**src/rtl/data_mem_if.sv**
```systemverilog
`default_nettype none
// ============================================================================
// Module   : data_mem_if
// Purpose  : Request/acknowledge bus between the CPU memory port (master)
//            and the data memory responder (slave).
// Revision : 1.0 - initial release
// ============================================================================
interface data_mem_if;
    logic        req;
    logic        wr;
    logic [31:0] addr;
    logic [31:0] wdata;
    logic [31:0] rdata;
    logic        ack;
    logic        err;
    logic        busy;

    modport master (
        output req, wr, addr, wdata,
        input  rdata, ack, err, busy
    );

    modport slave (
        input  req, wr, addr, wdata,
        output rdata, ack, err, busy
    );
endinterface
`default_nettype wire

```
**src/rtl/data_mem_responder.sv**
```systemverilog
`default_nettype none
// ============================================================================
// Module   : data_mem_responder
// Purpose  : Word-addressed 32-bit RAM behind a request/acknowledge slave
//            port. Inserts WAIT_CYCLES wait states after acceptance and
//            rejects misaligned or out-of-range accesses with err.
// Revision : 1.0 - initial release
// ============================================================================
module data_mem_responder #(
    parameter int DEPTH       = 64,
    parameter int WAIT_CYCLES = 2
) (
    input  logic      Clk,
    input  logic      Reset,
    data_mem_if.slave bus
);

    localparam int          c_IDX_W   = $clog2(DEPTH);
    localparam logic [3:0]  c_WAIT    = 4'(WAIT_CYCLES);
    localparam logic [29:0] c_DEPTH_W = 30'(DEPTH);

    typedef enum logic [1:0] {
        IDLE = 2'd0,
        BUSY = 2'd1,
        RESP = 2'd2
    } state_t;

    state_t              r_state;
    logic [3:0]          r_cnt;
    logic                r_latWr;
    logic [31:0]         r_latAddr;
    logic [31:0]         r_latWdata;
    logic [31:0]         r_rdata;
    logic                r_ack;
    logic                r_err;
    logic                r_busy;
    logic [31:0]         r_mem [DEPTH];

    logic                w_legal;
    logic                w_access;
    logic [c_IDX_W-1:0]  w_idx;

    // The whole word index is compared against DEPTH so that high address
    // bits cannot alias back into the array.
    assign w_legal  = (r_latAddr[1:0] == 2'b00) && (r_latAddr[31:2] < c_DEPTH_W);
    assign w_idx    = r_latAddr[c_IDX_W+1:2];
    assign w_access = (r_state == BUSY) && (r_cnt == 4'd0);

    assign bus.rdata = r_rdata;
    assign bus.ack   = r_ack;
    assign bus.err   = r_err;
    assign bus.busy  = r_busy;

    // Control FSM: accept and latch a request, count wait states, respond.
    always_ff @(posedge Clk or negedge Reset) begin
        if (!Reset) begin
            r_state    <= IDLE;
            r_cnt      <= 4'd0;
            r_latWr    <= 1'b0;
            r_latAddr  <= 32'd0;
            r_latWdata <= 32'd0;
            r_rdata    <= 32'd0;
            r_ack      <= 1'b0;
            r_err      <= 1'b0;
            r_busy     <= 1'b0;
        end else begin
            case (r_state)
                IDLE: begin
                    if (bus.req) begin
                        r_latWr    <= bus.wr;
                        r_latAddr  <= bus.addr;
                        r_latWdata <= bus.wdata;
                        r_cnt      <= c_WAIT;
                        r_busy     <= 1'b1;
                        r_state    <= BUSY;
                    end
                end
                BUSY: begin
                    if (r_cnt != 4'd0) begin
                        r_cnt <= r_cnt - 4'd1;
                    end else begin
                        r_ack   <= 1'b1;
                        r_state <= RESP;
                        if (!w_legal) begin
                            r_err   <= 1'b1;
                            r_rdata <= 32'd0;
                        end else begin
                            r_err <= 1'b0;
                            // A legal write leaves rdata untouched.
                            if (!r_latWr) begin
                                r_rdata <= r_mem[w_idx];
                            end
                        end
                    end
                end
                RESP: begin
                    // req is deliberately not sampled here; a held req is
                    // picked up as a fresh request in the following IDLE.
                    r_ack   <= 1'b0;
                    r_err   <= 1'b0;
                    r_busy  <= 1'b0;
                    r_state <= IDLE;
                end
                default: begin
                    r_state <= IDLE;
                end
            endcase
        end
    end

    // Storage array: cleared on reset, written only by a legal latched write.
    always_ff @(posedge Clk or negedge Reset) begin
        if (!Reset) begin
            for (int i = 0; i < DEPTH; i++) begin
                r_mem[i] <= 32'd0;
            end
        end else if (w_access && w_legal && r_latWr) begin
            r_mem[w_idx] <= r_latWdata;
        end
    end

endmodule
`default_nettype wire

```
**src/flat_wrapper.sv**
```systemverilog
// flat-port wrapper written by rule: the top's interface ports become plain ports
module data_mem_responder_flat 
#(
    parameter int DEPTH       = 64,
    parameter int WAIT_CYCLES = 2
)
  (Clk, Reset, bus_req, bus_wr, bus_addr, bus_wdata, bus_rdata, bus_ack, bus_err, bus_busy);
  data_mem_if bus_i ();
  input  logic Clk;
  input  logic Reset;
  input wire logic [$bits(bus_i.req)-1:0] bus_req;
  input wire logic [$bits(bus_i.wr)-1:0] bus_wr;
  input wire logic [$bits(bus_i.addr)-1:0] bus_addr;
  input wire logic [$bits(bus_i.wdata)-1:0] bus_wdata;
  output wire logic [$bits(bus_i.rdata)-1:0] bus_rdata;
  output wire logic [$bits(bus_i.ack)-1:0] bus_ack;
  output wire logic [$bits(bus_i.err)-1:0] bus_err;
  output wire logic [$bits(bus_i.busy)-1:0] bus_busy;
  assign bus_i.req = bus_req;
  assign bus_i.wr = bus_wr;
  assign bus_i.addr = bus_addr;
  assign bus_i.wdata = bus_wdata;
  assign bus_rdata = bus_i.rdata;
  assign bus_ack = bus_i.ack;
  assign bus_err = bus_i.err;
  assign bus_busy = bus_i.busy;
  data_mem_responder #(.DEPTH(DEPTH), .WAIT_CYCLES(WAIT_CYCLES)) u_core (.Clk(Clk), .Reset(Reset), .bus(bus_i));
endmodule
```
**config.mk**
```make
export PLATFORM = sky130hd
export DESIGN_NAME = data_mem_responder_flat
export DESIGN_NICKNAME = d
export VERILOG_FILES = /design/src/rtl/data_mem_if.sv /design/src/rtl/data_mem_responder.sv /design/src/flat_wrapper.sv
export SDC_FILE = /design/constraint.sdc
export NUM_CORES = 2
export LEC_CHECK = 0
export BUFFER_PORTS_ARGS = -buffer_cell sky130_fd_sc_hd__buf_2
export CAP_MARGIN = 20
export CELL_PAD_IN_SITES_DETAIL_PLACEMENT = 1
export CELL_PAD_IN_SITES_GLOBAL_PLACEMENT = 1
export CORE_MARGIN = 8
export CORE_UTILIZATION = 49
export CTS_BUF_LIST = sky130_fd_sc_hd__clkbuf_8
export DETAILED_ROUTE_END_ITERATION = 12
export GPL_ROUTABILITY_DRIVEN = 1
export PLACE_DENSITY_LB_ADDON = 0.1
export SETUP_SLACK_MARGIN = 0.4
export SYNTH_ARGS = -nofsm -noshare
export SYNTH_HDL_FRONTEND = slang
export SYNTH_SLANG_ARGS = --single-unit
```
**constraint.sdc**
```tcl
create_clock -name Clk -period 7.15 [get_ports Clk]
set_input_delay 1.43 -clock Clk [delete_from_list [all_inputs] [get_ports Clk]]
set_output_delay 1.43 -clock Clk [all_outputs]
set_load 0.01 [all_outputs]
```
==> After elaboration in Yosys (flattened, before gate mapping) <==
Cells that the tools add are included.
Widths: inputs -> output; s select.
{ "totals": {"reg_bits": 2154, "in_bits": 68, "output_inout_bits": 35, "wordCells": 124} }
{ "op_classes": {"n_addsub": 1, "order_cmp": 3, "eq_ne": 6, "mux": 21, "n_bitwise": 2, "reduce_logical": 18} }
{ "op_table": {"columns": ["cell", "count"], "rows": [
  ["$bwmux 2048", 1],
  ["$bmux 32 s6", 1],
  ["$demux 32 s6", 1],
  ["$mux 32", 5],
  ["$lt 30x7->1 const B", 1],
  ["$mux 4", 2],
  ["$ne 2x2->1 const B", 4],
  ["$pmux 4 s2", 1],
  ["$reduce_and 2->1", 4],
  ["$ge 7x7->1 const B", 1],
  ["$lt 7x1->1 const B", 1],
  ["$not 6->7", 1],
  ["$pmux 1 s2", 3],
  ["$reduce_and 3->1", 2],
  ["$reduce_bool 2->1", 3],
  ["$logic_and 1x1->1", 5],
  ["$logic_not 2->1", 2],
  ["$logic_not 4->1", 1],
  ["$mux 1", 4],
  ["$mux 2", 2],
  ["$pmux 2 s2", 1],
  ["$reduce_bool 4->1", 1],
  ["$sub 4x1->4 const B", 1],
  ["$eq 2x1->1 const B", 1],
  ["2 further kinds", 2]
]} }

==> Logic depth before layout (Yosys ltp) <==
{ "logic_depth": {"word_depth": 6, "depth_mapped": 11, "depth_no_buf": 8} }

==> Worst setup path after synthesis <==
Ideal clock, no wire load.
{ "synth_timing": {"path_type": "in2reg", "from": "in bus_req", "to": "reg u_core.r_latAddr[0]", "setup_ns": 0.125, "t_arrival_ns": 2.609, "slack_ns": 4.416, "stages": 3, "n_path_buf": 1, "path_cell_list": "nor3b_1 -> clkbuf_1 -> mux2_2"} }
{ "synth_between": {"elab_chain_len": 1} }
{ "synth_lines": {"columns": ["item", "line_no", "text"], "rows": [
  ["from (decl)", "flat_wrapper.sv:11", "input wire logic [$bits(bus_i.req)-1:0] bus_req;"],
  ["$reduce_and 2->1 (no source line)", null, null],
  ["to (signal assigned)", "data_mem_responder.sv:71", "r_latAddr <= bus.addr;"],
  ["to (decl)", "data_mem_responder.sv:31", "logic [31:0] r_latAddr;"]
]} }
No other way between the ends.
A chain may end at the register's enable or synchronous reset.

==> Worst setup path after layout <==
{ "layout_timing": {"from": "reg u_core.r_latAddr[4]", "to": "reg u_core.r_rdata[10] (netlist: u_core.bus.rdata[10])"} }
{ "layout_between": {"elab_chain_len": 6, "elab_cells_between_ends": 10} }
{ "layout_lines": {"columns": ["item", "line_no", "text"], "rows": [
  ["parallel branches: the longest is 6 deep, another holds $lt 30x7->1", null, null],
  ["to (signal assigned)", "data_mem_responder.sv:91", "r_rdata <= r_mem[w_idx];"],
  ["to (decl)", "data_mem_responder.sv:33", "logic [31:0] r_rdata;"]
]} }
Several ways; the timed one is not identified. The select of a mux whose other input is x is not followed.

==> impl_results.md <==
* Status: complete, no violations
* Worst-Skew Late Latency at 1.11 ns
* Worst Path Max Fanout at 26
* Syn Inst Count at 6895
* Static leakage at 52.39 nW
* Worst-Margin Slew at 1.210 ns
* Asr flop ratio synth at 100.0%
* Power, Total at 0.03608 W
* Setup Skew at around 0.096 ns
* DR pass1 iterations at 6
* Final nets at 6981
* RSZ-0062 raised after global routing: false
* Syn nets at 6964
* Setup Crit Path Kind: register to register
* Avg Synthesized Cell Area at 14.06 um2
* Final critical-path setup slack at ~1.6 ns
* Vias in the first global route at about 70000
* WL final at 350700 um
* Remaining DRCs at 0
* Minimum clock period at ~5.6 ns
* GP Congestion at 0.8338
* Most frequent cells in the layout: 2156 x mux2_2, 2119 x dfrtp_1, 471 x clkbuf_8, 279 x o22ai_1, 216 x buf_4
* Register area at 53950 um2
* Fin. Hold Viols at 0
* Core Area at 197000 um2
* Vias at between 60000 and 70000
* Layout Utilization at 54.52%
* Critical path's top delay family: compound AO/OA/AOI/OAI gates
* Most frequent CP cell: buf_4
* Routed Antenna Nets at 0
* CP Capture Type: register
* Clock buffer depth at 4
* DP Wirelength at 211200 um
* Port Buffers at approximately 100
* Critical path cell sequence: buf_4, or2_4, buf_4, o32ai_1, o41ai_1, o221ai_1, a2111oi_0, a22o_1
* Share of cells above drive strength 1 at a little under half
* Worst hold path type: input pin to async pin
* Area Overhead vs Synth at 10.80%
* H-tree lvl count at 5
* Max Cap Viol at 0
* Slowest stage cell, crit path: a2111oi_0
* CP peak stage delay at roughly 1.1 ns
* Max Clk Rate at 179.1 MHz
* Period utilization at 78.09%
* FILL cells at 18920
* Worst-path clk slew at 0.06 ns
* Post-cts gate resize count at 0
* Syn. warnings at 0
* Total GRT Usage at 32.83%
* Largest net degree at the start of global routing at between 150 and 200
* Vias per cell at around 6.5
* CTS buffer count at 380
* DP Worst Slack at roughly 1.9 ns
* IO Count at about 100
* Synth Cell Area at 96940 um2
* CTS sink cnt at between 2000 and 2500
* FP Rows at 163
* Setup TNS at 0 ns
* Starting Density at 49.20%
* Routed length per instance at roughly 36 um
* Die extent in y at 460.8 um
* First-iteration detailed-routing DRC count at between 5000 and 6000
* EDFF count, synth at 0
* Synth Flop Type: dfrtp_1
* Die Span X at 460.8 um
* CTS tree: yes
* Startpoint types: register
* Peak supply drop at 0.0004855 V
* GRT Residual Overflow at 0
* FF+latch count, synth at between 2000 and 2500
* Post-synth cell types at 74
* Worst EP arrival at 6.60 ns
* Most common cell after layout, fill and taps aside: mux2_2
* Post-CTS Hold Fix Bufs at 0
* Rel. slew slack at 19.11%
* Req. time, crit path at 8.16 ns
* Setup Fix Bufs, Post-CTS at 0
* CP bufs+invs at 2
* Post-synthesis sequential area ratio at a little under three fifths
* Power per cell area at roughly 340 nW/um2
* Root Driver: clkbuf_8
* Die ar. at 212300 um2
* Min Hold Slack at 0.4117 ns
* Global-route wire length before repair at 509500 um
* Initial antenna violation count at 14
* Final Max Slew Viols at 0
* Area of the multi-input gates at 40110 um2
* Setup Viol. Count Final at 0
power by group:
part	total [W]	internal, W	switching [W]
registers	0.0129	0.0124	0.000513
clock network	0.0110	0.00590	0.00514
logic	0.0121	0.00301	0.00909
metal layers:
layer | up-vias | GRT usage [%] | wire length [um]
li1 | 25620 | - | -
met1 | 35220 | 45.97 | 150900
met2 | 2350 | 50.21 | 158800
met3 | 824 | 5.793 | 22680
met4 | 6 | 15.02 | 18310
met5 | - | 0 | 39
synthesized netlist by cell type, types with 17 or more instances:
| master | instances | area, um2 |
|---|---|---|
| mux2_2 | 2156 | 24280 |
| dfrtp_1 | 2154 | 53900 |
| clkbuf_1 | 325 | 1220 |
| o22ai_1 | 279 | 1745 |
| buf_2 | 249 | 1246 |
| mux2i_1 | 203 | 2032 |
| mux4_2 | 163 | 3671 |
| o221ai_1 | 160 | 1401 |
| o21ai_0 | 158 | 790.8 |
| a21oi_1 | 144 | 720.7 |
| nand2_1 | 143 | 536.8 |
| nor2_1 | 127 | 476.7 |
| buf_4 | 104 | 780.8 |
| a22oi_1 | 68 | 510.5 |
| mux2_1 | 62 | 698.2 |
| a211oi_1 | 37 | 277.8 |
| nor3_1 | 34 | 170.2 |
| buf_1 | 30 | 112.6 |
| nor4_1 | 20 | 125.1 |
| o31ai_1 | 17 | 127.6 |
registers in the layout, summed over array words and instances (netlist names):
register           flops
u_core.r_latAddr      32
u_core.r_latWdata     32
u_core.r_latWr         1
u_core.r_mem        2048
u_core.r_cnt           4
u_core.bus.ack         1
u_core.bus.err         1
u_core.bus.busy        1
u_core.r_state         2
u_core.bus.rdata      32
metrics by stage:
step | area, um2 | std cells
3_5_place_dp | 100100 | 9166
4_1_cts | 107300 | 9800
6_report | 107400 | 9812
5_1_grt | 107400 | 9808
2_1_floorplan | 96940 | 6895
3_3_place_gp | 100100 | 9164
cell type report:
cell class	instances	share of cell area, %
multi-input cells	4011	37.35
well taps	2640	3.076
clock inverters	163	0.6442
flip-flops and latches	2154	50.23
repair buffers	349	2.582
inverters	16	0.06291
clock buffers	471	6.036
diodes	8	0.01864
worst paths after layout:
path	from	end	slack, ns	cells past startpoint
min in group Clk	u_core.r_mem[2037]	u_core.r_mem[2037]	0.49	1
hold reg to reg	u_core.r_mem[2037]	u_core.r_mem[2037]	0.49	1
setup reg to reg	u_core.r_latAddr[4]	u_core.bus.rdata[10]	1.57	8
hold / removal	Reset	u_core.r_latWdata[3]	0.41	1
setup / recovery	u_core.r_latAddr[4]	u_core.bus.rdata[10]	1.57	8
max in group asynchronous	Reset	u_core.r_latWdata[5]	5.02	3
logic make-up (layout without fill, tap and decap cells):
family,Yosys count,in the layout,share of synthesized area [%]
AND/OR/NAND/NOR,420,420,2.100
flip-flops,2154,2154,55.61
multiplexers,2584,2584,31.65
AO/OA/AOI/OAI,1004,1004,7.017
adder cells (fa/ha/maj),1,1,0.01291
buffers and inverters,730,999,3.597
other,0,8,0
XOR/XNOR,2,2,0.01807
(Power assumes the default switching activity.)
